==> src/rtl/seq_multiplier_pkg.sv <==
// rtl/seq_multiplier_pkg.sv - shared FSM state type and counter sizing helper for seq_multiplier
package seq_mul_pkg;

    typedef enum logic [1:0] {
        IDLE,
        RUN,
        FIX,
        DONE
    } state_t;

    function automatic int cnt_width(input int n);
        return $clog2(n + 1);
    endfunction

endpackage

==> src/rtl/seq_multiplier_if.sv <==
// rtl/seq_multiplier_if.sv - operand/result handshake bundle; SEQ_MUL_OVF_EN adds the ovf flag
interface seq_multiplier_if #(
    parameter int WIDTH = 16
);
    logic             in_valid;
    logic             in_ready;
    logic [WIDTH-1:0] rs_data;
    logic [WIDTH-1:0] rd_data;
    logic             signed_mode;
    logic             out_valid;
    logic             out_ready;
    logic [WIDTH-1:0] p_lo;
    logic [WIDTH-1:0] p_hi;
    logic             busy;
`ifdef SEQ_MUL_OVF_EN
    logic             ovf;

    modport master (
        output in_valid, rs_data, rd_data, signed_mode, out_ready,
        input  in_ready, out_valid, p_lo, p_hi, busy, ovf
    );
    modport slave (
        input  in_valid, rs_data, rd_data, signed_mode, out_ready,
        output in_ready, out_valid, p_lo, p_hi, busy, ovf
    );
`else
    modport master (
        output in_valid, rs_data, rd_data, signed_mode, out_ready,
        input  in_ready, out_valid, p_lo, p_hi, busy
    );
    modport slave (
        input  in_valid, rs_data, rd_data, signed_mode, out_ready,
        output in_ready, out_valid, p_lo, p_hi, busy
    );
`endif
endinterface

==> src/rtl/seq_multiplier_step.sv <==
// rtl/seq_multiplier_step.sv - one shift-add step: folds BITS_PER_CYCLE multiplier bits into the accumulator
module mul_step #(
    parameter int WIDTH          = 16,
    parameter int BITS_PER_CYCLE = 1
) (
    input  logic [2*WIDTH-1:0]        i_acc,
    input  logic [WIDTH-1:0]          i_mcand,
    input  logic [BITS_PER_CYCLE-1:0] i_mbits,
    output logic [2*WIDTH-1:0]        o_acc
);
    localparam int B = BITS_PER_CYCLE;

    logic [WIDTH+B-1:0]   w_pp;
    logic [2*WIDTH+B-1:0] w_sum;

    // The product grows in from the top: add into the upper half, then shift right by B.
    always_comb begin
        w_pp = '0;
        for (int j = 0; j < B; j++) begin
            if (i_mbits[j]) begin
                w_pp = w_pp + ({{B{1'b0}}, i_mcand} << j);
            end
        end
        w_sum = {{B{1'b0}}, i_acc} + {w_pp, {WIDTH{1'b0}}};
        o_acc = w_sum[2*WIDTH+B-1:B];
    end

endmodule

==> src/rtl/seq_multiplier.sv <==
// rtl/seq_multiplier.sv - multi-cycle signed/unsigned shift-add multiplier; SEQ_MUL_OVF_EN enables ovf
module seq_multiplier
    import seq_mul_pkg::*;
#(
    parameter int WIDTH          = 16,
    parameter int BITS_PER_CYCLE = 1
) (
    input  logic             clk,
    input  logic             rst,
    seq_multiplier_if.slave  bus
);
    localparam int N  = WIDTH / BITS_PER_CYCLE;
    localparam int CW = cnt_width(N);

    if (WIDTH % BITS_PER_CYCLE != 0) begin : g_bpc_check
        $error("BITS_PER_CYCLE must divide WIDTH");
    end

    state_t               r_state, w_next;
    logic [CW-1:0]        r_cnt;
    logic [2*WIDTH-1:0]   r_acc, w_acc_next, w_fix;
    logic [WIDTH-1:0]     r_mcand, r_mplier;
    logic [WIDTH-1:0]     r_p_lo, r_p_hi;
    logic [WIDTH-1:0]     w_rs_mag, w_rd_mag;
    logic                 r_neg, r_signed, r_ovf;
    logic                 w_in_ready, w_out_valid, w_busy, w_accept, w_last, w_ovf;

    // Magnitude of the signed minimum is still representable as a WIDTH-bit unsigned value.
    assign w_rs_mag = (bus.signed_mode && bus.rs_data[WIDTH-1]) ? -bus.rs_data : bus.rs_data;
    assign w_rd_mag = (bus.signed_mode && bus.rd_data[WIDTH-1]) ? -bus.rd_data : bus.rd_data;
    assign w_accept = bus.in_valid && w_in_ready;
    assign w_last   = (r_cnt == CW'(N - 1));
    assign w_fix    = r_neg ? (~r_acc + {{(2*WIDTH-1){1'b0}}, 1'b1}) : r_acc;
    assign w_ovf    = r_signed ? (w_fix[2*WIDTH-1:WIDTH] != {WIDTH{w_fix[WIDTH-1]}})
                               : (w_fix[2*WIDTH-1:WIDTH] != '0);

    mul_step #(
        .WIDTH          (WIDTH),
        .BITS_PER_CYCLE (BITS_PER_CYCLE)
    ) u_step (
        .i_acc   (r_acc),
        .i_mcand (r_mcand),
        .i_mbits (r_mplier[BITS_PER_CYCLE-1:0]),
        .o_acc   (w_acc_next)
    );

    always_comb begin
        w_next      = r_state;
        w_in_ready  = 1'b0;
        w_out_valid = 1'b0;
        w_busy      = 1'b0;
        case (r_state)
            IDLE: begin
                w_in_ready = 1'b1;
                if (bus.in_valid) w_next = RUN;
            end
            RUN: begin
                w_busy = 1'b1;
                if (w_last) w_next = FIX;
            end
            FIX: begin
                w_busy = 1'b1;
                w_next = DONE;
            end
            DONE: begin
                w_out_valid = 1'b1;
                w_in_ready  = bus.out_ready;
                if (bus.out_ready) w_next = bus.in_valid ? RUN : IDLE;
            end
            default: w_next = IDLE;
        endcase
    end

    always_ff @(posedge clk) begin
        if (rst) begin
            r_state  <= IDLE;
            r_cnt    <= '0;
            r_acc    <= '0;
            r_mcand  <= '0;
            r_mplier <= '0;
            r_neg    <= 1'b0;
            r_signed <= 1'b0;
            r_p_lo   <= '0;
            r_p_hi   <= '0;
            r_ovf    <= 1'b0;
        end else begin
            r_state <= w_next;
            if (w_accept) begin
                r_mcand  <= w_rs_mag;
                r_mplier <= w_rd_mag;
                r_neg    <= bus.signed_mode && (bus.rs_data[WIDTH-1] ^ bus.rd_data[WIDTH-1]);
                r_signed <= bus.signed_mode;
                r_acc    <= '0;
                r_cnt    <= '0;
            end else if (r_state == RUN) begin
                r_acc    <= w_acc_next;
                r_mplier <= r_mplier >> BITS_PER_CYCLE;
                r_cnt    <= r_cnt + CW'(1);
            end else if (r_state == FIX) begin
                r_p_lo <= w_fix[WIDTH-1:0];
                r_p_hi <= w_fix[2*WIDTH-1:WIDTH];
                r_ovf  <= w_ovf;
            end
        end
    end

    assign bus.in_ready  = w_in_ready;
    assign bus.out_valid = w_out_valid;
    assign bus.busy      = w_busy;
    assign bus.p_lo      = r_p_lo;
    assign bus.p_hi      = r_p_hi;
`ifdef SEQ_MUL_OVF_EN
    assign bus.ovf       = r_ovf;
`endif

endmodule
==> src/flat_wrapper.sv <==
// flat-port wrapper written by rule: the top's interface ports become plain ports
module seq_multiplier_flat import seq_mul_pkg::*;
#(
    parameter int WIDTH          = 16,
    parameter int BITS_PER_CYCLE = 1
)
  (clk, rst, bus_in_valid, bus_rs_data, bus_rd_data, bus_signed_mode, bus_out_ready, bus_in_ready, bus_out_valid, bus_p_lo, bus_p_hi, bus_busy);
  seq_multiplier_if #(.WIDTH(WIDTH)) bus_i ();
  input  logic clk;
  input  logic rst;
  input wire logic [$bits(bus_i.in_valid)-1:0] bus_in_valid;
  input wire logic [$bits(bus_i.rs_data)-1:0] bus_rs_data;
  input wire logic [$bits(bus_i.rd_data)-1:0] bus_rd_data;
  input wire logic [$bits(bus_i.signed_mode)-1:0] bus_signed_mode;
  input wire logic [$bits(bus_i.out_ready)-1:0] bus_out_ready;
  output wire logic [$bits(bus_i.in_ready)-1:0] bus_in_ready;
  output wire logic [$bits(bus_i.out_valid)-1:0] bus_out_valid;
  output wire logic [$bits(bus_i.p_lo)-1:0] bus_p_lo;
  output wire logic [$bits(bus_i.p_hi)-1:0] bus_p_hi;
  output wire logic [$bits(bus_i.busy)-1:0] bus_busy;
  assign bus_i.in_valid = bus_in_valid;
  assign bus_i.rs_data = bus_rs_data;
  assign bus_i.rd_data = bus_rd_data;
  assign bus_i.signed_mode = bus_signed_mode;
  assign bus_i.out_ready = bus_out_ready;
  assign bus_in_ready = bus_i.in_ready;
  assign bus_out_valid = bus_i.out_valid;
  assign bus_p_lo = bus_i.p_lo;
  assign bus_p_hi = bus_i.p_hi;
  assign bus_busy = bus_i.busy;
  seq_multiplier #(.WIDTH(WIDTH), .BITS_PER_CYCLE(BITS_PER_CYCLE)) u_core (.clk(clk), .rst(rst), .bus(bus_i));
endmodule
==> config.mk <==
export PLATFORM = sky130hd
export DESIGN_NAME = seq_multiplier_flat
export DESIGN_NICKNAME = d
export VERILOG_FILES = /design/src/rtl/seq_multiplier_pkg.sv /design/src/rtl/seq_multiplier_if.sv /design/src/rtl/seq_multiplier_step.sv /design/src/rtl/seq_multiplier.sv /design/src/flat_wrapper.sv
export SDC_FILE = /design/constraint.sdc
export NUM_CORES = 1
export LEC_CHECK = 0
export CAP_MARGIN = 5
export CORE_ASPECT_RATIO = 0.8
export CORE_MARGIN = 2
export CORE_UTILIZATION = 29
export DETAILED_ROUTE_END_ITERATION = 12
export SYNTH_ARGS = -nofsm -noshare
export SYNTH_HDL_FRONTEND = slang
export SYNTH_SLANG_ARGS = --single-unit
==> constraint.sdc <==
create_clock -name clk -period 7.6 [get_ports clk]
set_clock_uncertainty 0.05 [all_clocks]
set_input_delay 1.52 -clock clk [delete_from_list [all_inputs] [get_ports clk]]
set_output_delay 1.52 -clock clk [all_outputs]
set_load 0.005 [all_outputs]
# Word level (Yosys, flattened, before mapping)
# Index checks and enable logic that the tools add are counted.
# Widths: inputs -> output; s select.
[totals]
input_bits = 37
output_inout_bits = 35
wordCells = 48
ff_bits = 104
[classes]
n_addsub = 5
reduce_logical = 10
n_mux = 14
eq_ne = 7
n_bitwise = 4
[op_table]
columns = ["cell", "n"]
rows = [
  ["$mux 16", 5],
  ["$add 32x33->33", 1],
  ["$add 32x1->32 const B", 1],
  ["$mux 32", 1],
  ["$neg 16->16", 2],
  ["$not 32->32", 1],
  ["$pmux 2 s4", 1],
  ["$mux 2", 3],
  ["$reduce_and 3->1", 2],
  ["$add 5x1->5 const B", 1],
  ["$eq 5x4->1 const B", 1],
  ["$eq 2x2->1 const B", 2],
  ["$logic_and 1x1->1", 4],
  ["$ne 2x2->1 const B", 2],
  ["$reduce_or 2->1", 2],
  ["$mux 1", 3],
  ["$eq 2x1->1 const B", 1],
  ["$logic_not 2->1", 1],
  ["$ne 2x1->1 const B", 1],
  ["$not 1->1", 2],
  ["$pmux 1 s2", 1],
  ["$reduce_bool 2->1", 1],
  ["$xor 1x1->1", 1],
]

# Logic depth before layout (Yosys ltp)
# Gate-level depths: netlist of run 1.
[depth]
ltp_word = 5
depth_mapped = 11
mapped_depth_nobuf = 10

# By module
# A second synthesis of run 1 with hierarchy kept.
[hier_totals]
hier_cells = 725
hier_area_um2 = 6261.0
[by_module_without_submodules]
columns = ["module", "seq_area_each_um2", "area_each_um2", "cells_per_inst", "instances"]
rows = [
  ["seq_multiplier", 2082.0, 5273.8, 594, 1],
  ["mul_step", 0.0, 987.2, 131, 1],
]

# Worst setup path after synthesis of run 1
# Ideal clock, no wire load.
[synth_path]
path_type = "input to output"
from = "input bus_out_ready"
to = "output bus_in_ready"
t_arrival_ps = 1763
cell_stages = 2
path_buffers = 0
required_ps = 6030
slack_ps = 4267
cell_sequence = "a21oi_1 -> nor2_1"
[synth_via]
elab_chain_cells = 1
[synth_rtl]
columns = ["element", "line", "text"]
rows = [
  ["from (decl)", "flat_wrapper.sv:15", "input wire logic [$bits(bus_i.out_ready)-1:0] bus_out_ready;"],
  ["$pmux 1 s2", "seq_multiplier.sv:52", "case (r_state)"],
  ["to (decl)", "flat_wrapper.sv:16", "output wire logic [$bits(bus_i.in_ready)-1:0] bus_in_ready;"],
]
# Every way passes these cells.

# Worst setup path in the final report of run 1
# Ends and elaborated chain as after synthesis.

==> results of run 1 <==
## flip-flops by register name (all words and copies together), names as in the netlist
name	count
u_core.r_acc	32
u_core.r_mplier	16
u_core.r_cnt	5
u_core.bus.p_lo	16
u_core.r_mcand	16
u_core.bus.p_hi	16
u_core.r_neg	1
u_core.r_state	2
## routing by layer
metal	GRT usage, %	vias to the layer above	part of all wire [%]
met4	2.73	0	1.1
met3	3.69	13	5.1
met5	0	-	0
li1	-	2755	-
met2	20.1	119	41
met1	19.7	2421	53
## layout make-up
class	count	area, um^2	share of cell area (%)
clock buffer	9	225	3.05
tap	269	337	4.56
timing repair buffer	77	751	10.2
clock inverter	7	95.1	1.29
multi-input combinational	573	3810	51.7
sequential	104	2080	28.2
inverter	21	78.8	1.07
## layout by cell type (no fill, tap or decap), types with 18 or more instances in the layout
cell type          n
ha_1              24
mux2i_1           42
dfxtp_1          104
a211oi_1          56
o21ai_0           27
a21oi_1           38
and2_1            18
clkdlybuf4s50_1   70
inv_1             21
nor2_1           100
nand2_1           53
xor2_1            38
xnor2_1           23
## per-stage QoR
step	worst slack, ns	instance area (um^2)	hold WS (ns)	instances
finish	3.31	7380	0.409	1060
global route	3.06	7380	0.435	1060
CTS	3.30	7380	0.411	1060
detailed placement	2.96	7060	0.402	1044
global placement	3.02	7060	0.390	1044
floorplan	4.27	6130	0.382	742
## logic make-up after synthesis
family,after synthesis,share of synthesized area [%]
AO/OA/AOI/OAI,179,19.4
multiplexers,43,7.04
flip-flops,104,34.0
adder cells (fa/ha/maj),26,5.43
AND/OR/NAND/NOR,264,21.4
XOR/XNOR,61,8.71
buffers and inverters,65,3.98
## power by group
group / total, mW / switching (mW) / internal (mW)
Clock: 0.504 / 0.238 / 0.266
Combinational: 0.863 / 0.485 / 0.378
Sequential: 0.768 / 0.0906 / 0.678
Total: 2.13 / 0.813 / 1.32
## worst reg2reg max path, stage by stage (launching register included)
cell and delay, ns:
dfxtp_1 0.37, inv_1 0.10, ha_1 0.24, a21oi_1 0.24
or3_1 0.93, nand2_1 0.74, nor3b_1 0.36, a21oi_1 0.07
o22ai_1 0.16
## final timing paths
kind,from,slack (ns),endpoint
setup / recovery,bus_out_ready,3.31,bus_in_ready
hold / removal,u_core.r_neg,0.41,u_core.r_neg
setup reg to reg,u_core.r_state[0],4.25,u_core.bus.p_hi[13]
hold reg to reg,u_core.r_neg,0.41,u_core.r_neg
==> metrics.md, run 1 <==
| Metric | Value |
|---|---|
| Status | `finished clean` |
| Post-synthesis async set-or-reset flop share | `0%` |
| Post-Route Utilization | `35.7%` |
| Vias in the first global route | `4780` |
| Overflow after GRT | `0` |
| Routability Congestion | `0.862` |
| Starting Density | `29.6%` |
| Total CTS buffers | `9` |
| Final HPWL DP | `10800 um` |
| Clock root cell | `clkbuf_16` |
| Final min period | `4.29 ns` |
| Final WL | `15000 um` |
| Setup Buffers After CTS | `0` |
| Crit path capture type | `primary output` |
| Cell family with most CP delay | `buffers and inverters` |
| Via count | `5308` |
| Max-capacitance violation count | `0` |
| Startpoint class of the critical path | `primary input` |
| Max Fclk | `233 MHz` |
| Total track usage | `13.5%` |
| Largest cells by area after synthesis | `dfxtp_1 34%, a211oi_1 6.9%, mux2i_1 6.9%` |
| Setup Crit Path Kind | `primary input to primary output` |
| Slew @ Worst Pin | `1.17 ns` |
| CP Max Fanout | `3` |
| Hold Violations, Final | `0` |
| Yosys reg bits | `104` |
| I/O Pins | `72` |
| Clk pin slew, worst setup/hold paths | `0.07 ns` |
| Core ar. | `20700 um^2` |
| Final setup TNS | `0 ns` |
| Top FF cell, synth | `dfxtp_1` |
| Nets | `849` |
| Iter 0 DRT Violations | `357` |
| Width of the die | `167 um` |
| Layout cells sized above 1 | `4.80%` |
| CTS tree | `built` |
| CTS resizes | `0` |
| Area grow syn2layout | `20.4%` |
| Hold depth | `2` |
| Crit path largest cell delay | `0.45 ns` |
| # DRC | `0` |
| Post-synth top area share | `34.0%` |
| Initial antenna violation count | `0` |
| Area of the mapped netlist | `6130 um^2` |
| Synth top cells by count | `104 x dfxtp_1, 100 x nor2_1, 56 x a211oi_1` |
| EDFF count, synth | `0` |
| Slowest CP cell | `clkdlybuf4s50_1` |
| Crit path depth | `4` |
| Clk sinks | `104` |
| WL per Instance | `14.2 um` |
| Most used cell, CP | `clkdlybuf4s50_1` |
| Max_slew headroom | `22.2%` |
| Critical Path AT | `2.72 ns` |
| Ant. Diodes | `0` |
| IO Port Bufs | `71` |
| Worst Hold Class | `flip-flop to flip-flop` |
| Largest net degree at the start of global routing | `68` |
| Cell Rows | `47` |
| Power Dens Cells | `289 nW/um^2` |
| First-pass GRT wire length | `24400 um` |
| Post-synthesis cell count | `742` |
| Max clock buf depth | `2` |
| Hold_buf cts | `0` |
| Netlist cell types | `58` |
| Syn Nets | `805` |
| Buf/Inv on CP | `2` |
| Die H | `134 um` |
| Max Slew Vio Count | `0` |
| R2R depth | `8` |
| CP cell instances | `clkdlybuf4s50_1 > a21oi_1 > nor2_1 > clkdlybuf4s50_1` |
| Final worst path period share | `56.4%` |
| Leak pwr | `2.69 nW` |
| RSZ-0062 raised after global routing | `false` |
| DR vias/cell | `5.01` |
| Sequential area share after synthesis | `34.0%` |
| Pwr Total | `2.13 mW` |
| Ys Warns | `0` |
| Yosys top cell by area | `dfxtp_1` |
| H-tree depth | `3` |
| Syn Area/Cell | `8.26 um^2` |
| WP data required | `6.03 ns` |
| Most instantiated library cell after synthesis | `dfxtp_1` |
| Clk_lat worst skew | `0.36 ns` |
| Die footprint | `22300 um^2` |
| Filler Cell Count | `2168` |
| DRT antenna net count | `0` |
| Peak VDD IR | `147 uV` |
| DRT Pass-1 Iters | `5` |
| Final setup violation count | `0` |
Power figures use the tool's default switching activity.
==> run 2, diff against run 1 <==
Clock period 7.6 ns to 3.77 ns, I/O delays scaled along.
==> run 2 against run 1 <==
Clock power grew 120%. Cell count grew 0.28%. Global-route usage grew 0.29 points. Utilization grew 0.33 points. Critical endpoint is now u_core.r_acc[27]. Largest cell class unchanged.
==> metrics.md, run 2 (synthesis results as in run 1) <==
| Metric | Value |
|---|---|
| Status | `finished clean` |
| R2R depth | `10` |
| Hold_buf cts | `0` |
| Final worst path period share | `82.4%` |
| I/O Pins | `72` |
| Clk pin slew, worst setup/hold paths | `0.07 ns` |
| Max_slew headroom | `44.5%` |
| RSZ-0062 raised after global routing | `false` |
| NetSw | `1.60 mW` |
| Nets | `853` |
| Overflow after GRT | `0` |
| H-tree depth | `3` |
| Initial antenna violation count | `0` |
| DRT antenna net count | `0` |
| Most flop-heavy register | `u_core.r_acc` |
| Largest net degree at the start of global routing | `64` |
| Most frequent cells in the layout | `104 x dfxtp_1, 100 x nor2_1, 70 x clkdlybuf4s50_1` |
| Routability Congestion | `0.824` |
| Switching share of power | `35.8%` |
| DRT Pass-1 Iters | `5` |
| Iter 0 DRT Violations | `338` |
| Filler Cell Count | `2189` |
| Layout cells sized above 1 | `5.04%` |
| Setup Crit Path Kind | `flip-flop to flip-flop` |
| HP Start | `u_core.bus.p_lo[0]` |
| Hold Violations, Final | `0` |
| Cell Rows | `47` |
| IO Port Bufs | `71` |
| Via count | `5264` |
| Setup slack after placement | `0.639 ns` |
| Final setup TNS | `0 ns` |
| Leak pwr | `2.72 nW` |
| Max clock buf depth | `2` |
| Setup Buffers After CTS | `0` |
| Internal power | `2.86 mW` |
| Clk sinks | `104` |
| # DRC | `0` |
| Vias in the first global route | `4780` |
| WL per Instance | `14.4 um` |
| Worst Hold Class | `flip-flop to flip-flop` |
| Total track usage | `13.8%` |
| Final min period | `3.11 ns` |
| Width of the die | `167 um` |
| CTS resizes | `0` |
| CP Max Fanout | `17` |
| Die H | `134 um` |
| Commonest non-fill, non-tap cell in the layout | `dfxtp_1` |
| Logic pwr share | `39.5%` |
| Max FFs per register | `32` |
| Clock root cell | `clkbuf_16` |
| Max Fclk | `322 MHz` |
| Clk network pwr share | `25.4%` |
| Max Slew Vio Count | `0` |
| Core ar. | `20700 um^2` |
| Clk_lat worst skew | `0.36 ns` |
| Starting Density | `29.6%` |
| Area grow syn2layout | `21.5%` |
| Max-capacitance violation count | `0` |
| Peak VDD IR | `282 uV` |
| Crit path capture type | `flip-flop` |
| Startpoint class of the critical path | `flip-flop` |
| DR vias/cell | `4.95` |
| Final setup slack of the worst path | `0.663 ns` |
| Power Dens Cells | `599 nW/um^2` |
| Final WL | `15300 um` |
| Hold depth | `2` |
| Critical Path AT | `3.36 ns` |
| Die footprint | `22300 um^2` |
| Final setup violation count | `0` |
| WP data required | `4.03 ns` |
| CTS tree | `built` |
| Ant. Diodes | `0` |
| Slew @ Worst Pin | `0.832 ns` |
| Total CTS buffers | `9` |
| Critical Path Source | `u_core.r_mplier[0]` |
| First-pass GRT wire length | `25100 um` |
| Reg power frac | `35.2%` |
| Reg2reg start | `u_core.r_mplier[0]` |
| Final HPWL DP | `11200 um` |
[run 2: cell types whose count changed in the layout (fill, tap and decap cells not counted)]
cell / change
buf_4: +4
bufinv_16: +3
clkbuf_1: +1
clkinv_4: -1
clkinv_8: -1
inv_6: -1
inv_8: -2
[run 2: worst paths after layout]
kind                   endpoint  slack, ns
min reg2reg  u_core.bus.p_lo[0]       0.41
max            u_core.r_acc[27]       0.66
min          u_core.bus.p_lo[0]       0.41
max reg2reg    u_core.r_acc[27]       0.66
[run 2: cell type report]
class / count / area (um^2) / share of cell area [%]
flip-flops and latches: 104 / 2080 / 28.0
clock buffers: 10 / 229 / 3.07
multi-input cells: 573 / 3810 / 51.2
repair buffers: 81 / 781 / 10.5
inverters: 21 / 78.8 / 1.06
clock inverters: 5 / 129 / 1.73
well taps: 269 / 337 / 4.52
[run 2: worst max-delay path, stage by stage (launching register included)]
cell and delay [ns]:
dfxtp_1 0.56, and2_1 0.24, ha_1 0.20, inv_1 0.06, fa_1 0.39, nor2b_1 0.17
o31a_1 0.18, o21ai_1 0.14, o21ai_0 0.54, nor4b_1 0.35, a311o_1 0.17
[run 2: stage by stage]
step | total power, mW | hold WS (ns) | util (%) | area, um^2 | cells
after floorplan | 2.80 | 0.382 | - | 6130 | 742
after global placement | 3.33 | 0.399 | 34.3 | 7090 | 1048
after detailed placement | 3.36 | 0.401 | 34.3 | 7090 | 1048
after CTS | 4.51 | 0.413 | 36.0 | 7450 | 1063
after global routing | 4.77 | 0.453 | 36.0 | 7450 | 1063
final | 4.46 | 0.410 | 36.0 | 7450 | 1063
[run 2: layer usage]
layer	up-vias	track usage (%)	wire, um	part of all wire, %
li1	2750	-	-	-
met1	2387	20.9	8370	55
met2	115	19.5	6060	40
met3	12	3.63	720	4.7
met4	0	3.02	151	0.99
met5	-	0	0	0
[run 2: power by group through the flow]
stage / logic [mW] / clock network (mW) / registers (mW)
floorplan: 1.27 / 0 / 1.52
CTS: 1.77 / 1.17 / 1.57
global route: 1.94 / 1.22 / 1.61
global placement: 1.74 / 0 / 1.59
detailed placement: 1.76 / 0 / 1.60
finish: 1.76 / 1.13 / 1.57
==> run 3, diff against run 2 <==
Clock period 3.77 ns to 2.57 ns, I/O delays scaled along.
==> run 3 against run 2 <==
Highest routed layer unchanged. Design area increased by 4.2%. Clock-buffer cell count fell by 1. Critical path type unchanged. Fmax up 28%.
==> metrics.md, run 3 (synthesis results as in run 1) <==
| Metric | Value |
|---|---|
| Clk pin slew, worst setup/hold paths | `0.07 ns` |
| Max_slew headroom | `62.1%` |
| Startpoint class of the critical path | `flip-flop` |
| CP Max Fanout | `11` |
| Die footprint | `22300 um^2` |
| Final setup TNS | `0 ns` |
| NetSw | `2.37 mW` |
| Total CTS buffers | `9` |
| Switching share of power | `36.3%` |
| CTS resizes | `0` |
| WP data required | `2.76 ns` |
| Largest net degree at the start of global routing | `49` |
| Cell family with most CP delay | `compound AO/OA/AOI/OAI gates` |
| H-tree depth | `3` |
| Width of the die | `167 um` |
| Max-capacitance violation count | `0` |
| IO Port Bufs | `71` |
| Final WL | `15400 um` |
| Finished Layout Cells | `1105` |
| Hold_buf cts | `0` |
| Final worst path period share | `94.4%` |
| Final min period | `2.43 ns` |
| DR vias/cell | `4.88` |
| Max clock buf depth | `2` |
| Worst Hold Class | `flip-flop to flip-flop` |
| Core ar. | `20700 um^2` |
| Logic pwr share | `43.2%` |
| DRT Pass-1 Iters | `4` |
| Post-Route Utilization | `37.5%` |
| Setup Crit Path Kind | `flip-flop to flip-flop` |
| Max FFs per register | `32` |
| WL per Instance | `14.0 um` |
| # DRC | `0` |
| Peak VDD IR | `344 uV` |
| Die H | `134 um` |
| Layout cells sized above 1 | `10.6%` |
| Clk network pwr share | `22.3%` |
| Clk sinks | `104` |
| Iter 0 DRT Violations | `343` |
| Pwr Total | `6.51 mW` |
| Most flop-heavy register | `u_core.r_acc` |
| Buf/Inv on CP | `2` |
| Routability Congestion | `0.866` |
| Critical Path AT | `2.62 ns` |
| Total track usage | `14.1%` |
| Slew @ Worst Pin | `0.563 ns` |
| CTS tree | `built` |
| Via count | `5390` |
| First-pass GRT wire length | `25600 um` |
| Overflow after GRT | `0` |
| Max Fclk | `412 MHz` |
| Commonest non-fill, non-tap cell in the layout | `dfxtp_1` |
| Most frequent cells in the layout | `103 x dfxtp_1, 100 x nor2_1, 70 x clkdlybuf4s50_1` |
| Setup slack after placement | `-0.267 ns` |
| CP cell instances | `buf_4 > and2_1 > ha_1 > o21a_1 > o31a_1 > o21ai_1 > o21ai_1 > buf_4 > nor4b_1 > a311o_1` |
| Clk_lat worst skew | `0.36 ns` |
| I/O Pins | `72` |
| Starting Density | `29.6%` |
| Setup Buffers After CTS | `0` |
| Nets | `896` |
| DRT antenna net count | `0` |
| Final HPWL DP | `11700 um` |
| Hold Violations, Final | `0` |
| Final setup slack of the worst path | `0.145 ns` |
| Vias in the first global route | `5016` |
| Crit path largest cell delay | `0.34 ns` |
| Clock root cell | `clkbuf_16` |
| Status | `finished clean` |
| Placed instance count | `1091` |
| Leak pwr | `2.92 nW` |
| Initial antenna violation count | `0` |
| Crit path capture type | `flip-flop` |
| Final setup violation count | `0` |
| Power Dens Cells | `839 nW/um^2` |
| Max Slew Vio Count | `0` |
| Area grow syn2layout | `26.6%` |
| Slowest CP cell | `dfxtp_2` |
| Flop-to-flop setup slack | `0.14 ns` |
| Cell Rows | `47` |
| Ant. Diodes | `0` |
| Internal power | `4.15 mW` |
| RSZ-0062 raised after global routing | `false` |
| Reg power frac | `34.4%` |
[run 3: changes by cell type in the layout (fill, tap and decap cells not counted), sizes merged]
cell	change
buf	+43
bufinv	-2
clkbuf	-1
clkinv	+1
clkinvlp	+2
inv	-1
[run 3: worst paths after layout]
| check | cells past startpoint | start | end |
|---|---|---|---|
| hold reg to reg | 2 | u_core.r_neg | u_core.r_neg |
| hold / removal | 2 | u_core.r_neg | u_core.r_neg |
| setup / recovery | 10 | u_core.r_mplier[0] | u_core.r_acc[27] |
| setup reg to reg | 10 | u_core.r_mplier[0] | u_core.r_acc[27] |
[run 3: power by group through the flow]
stage               Combinational, mW  Sequential [mW]  Clock [mW]
CTS                              2.83             2.24        1.51
finish                           2.82             2.24        1.45
global placement                 2.80             2.27           0
detailed placement               2.82             2.28           0
floorplan                        1.87             2.23           0
global route                     3.14             2.30        1.56
[run 3: stage by stage]
stage	cell area, um^2	hold slack, ns
6_report	7760	0.400
5_1_grt	7760	0.414
4_1_cts	7730	0.405
3_5_place_dp	7430	0.396
3_3_place_gp	7430	0.393
2_1_floorplan	6130	0.382
[run 3: routing by layer]
layer / track usage (%) / routed length, um / vias up
met3: 3.28 / 652 / 9
met4: 3.74 / 127 / 0
li1: - / - / 2842
met5: 0 / 0 / -
met2: 21.0 / 6310 / 94
met1: 20.4 / 8330 / 2445
[run 3: worst min-delay path, delay by kind of cell (launching register included)]
kind,cells,cell delay (ns)
flip-flops,1,0.31
AND/OR/NAND/NOR,1,0.05
AO/OA/AOI/OAI,1,0.05
[run 3: layout make-up]
class | count | area, um^2
inverters | 21 | 78.8
repair buffers | 124 | 1120
well taps | 269 | 337
clock inverters | 5 | 83.8
flip-flops and latches | 104 | 2080
fillers | 2170 | 12900
multi-input cells | 573 | 3840
clock buffers | 9 | 225
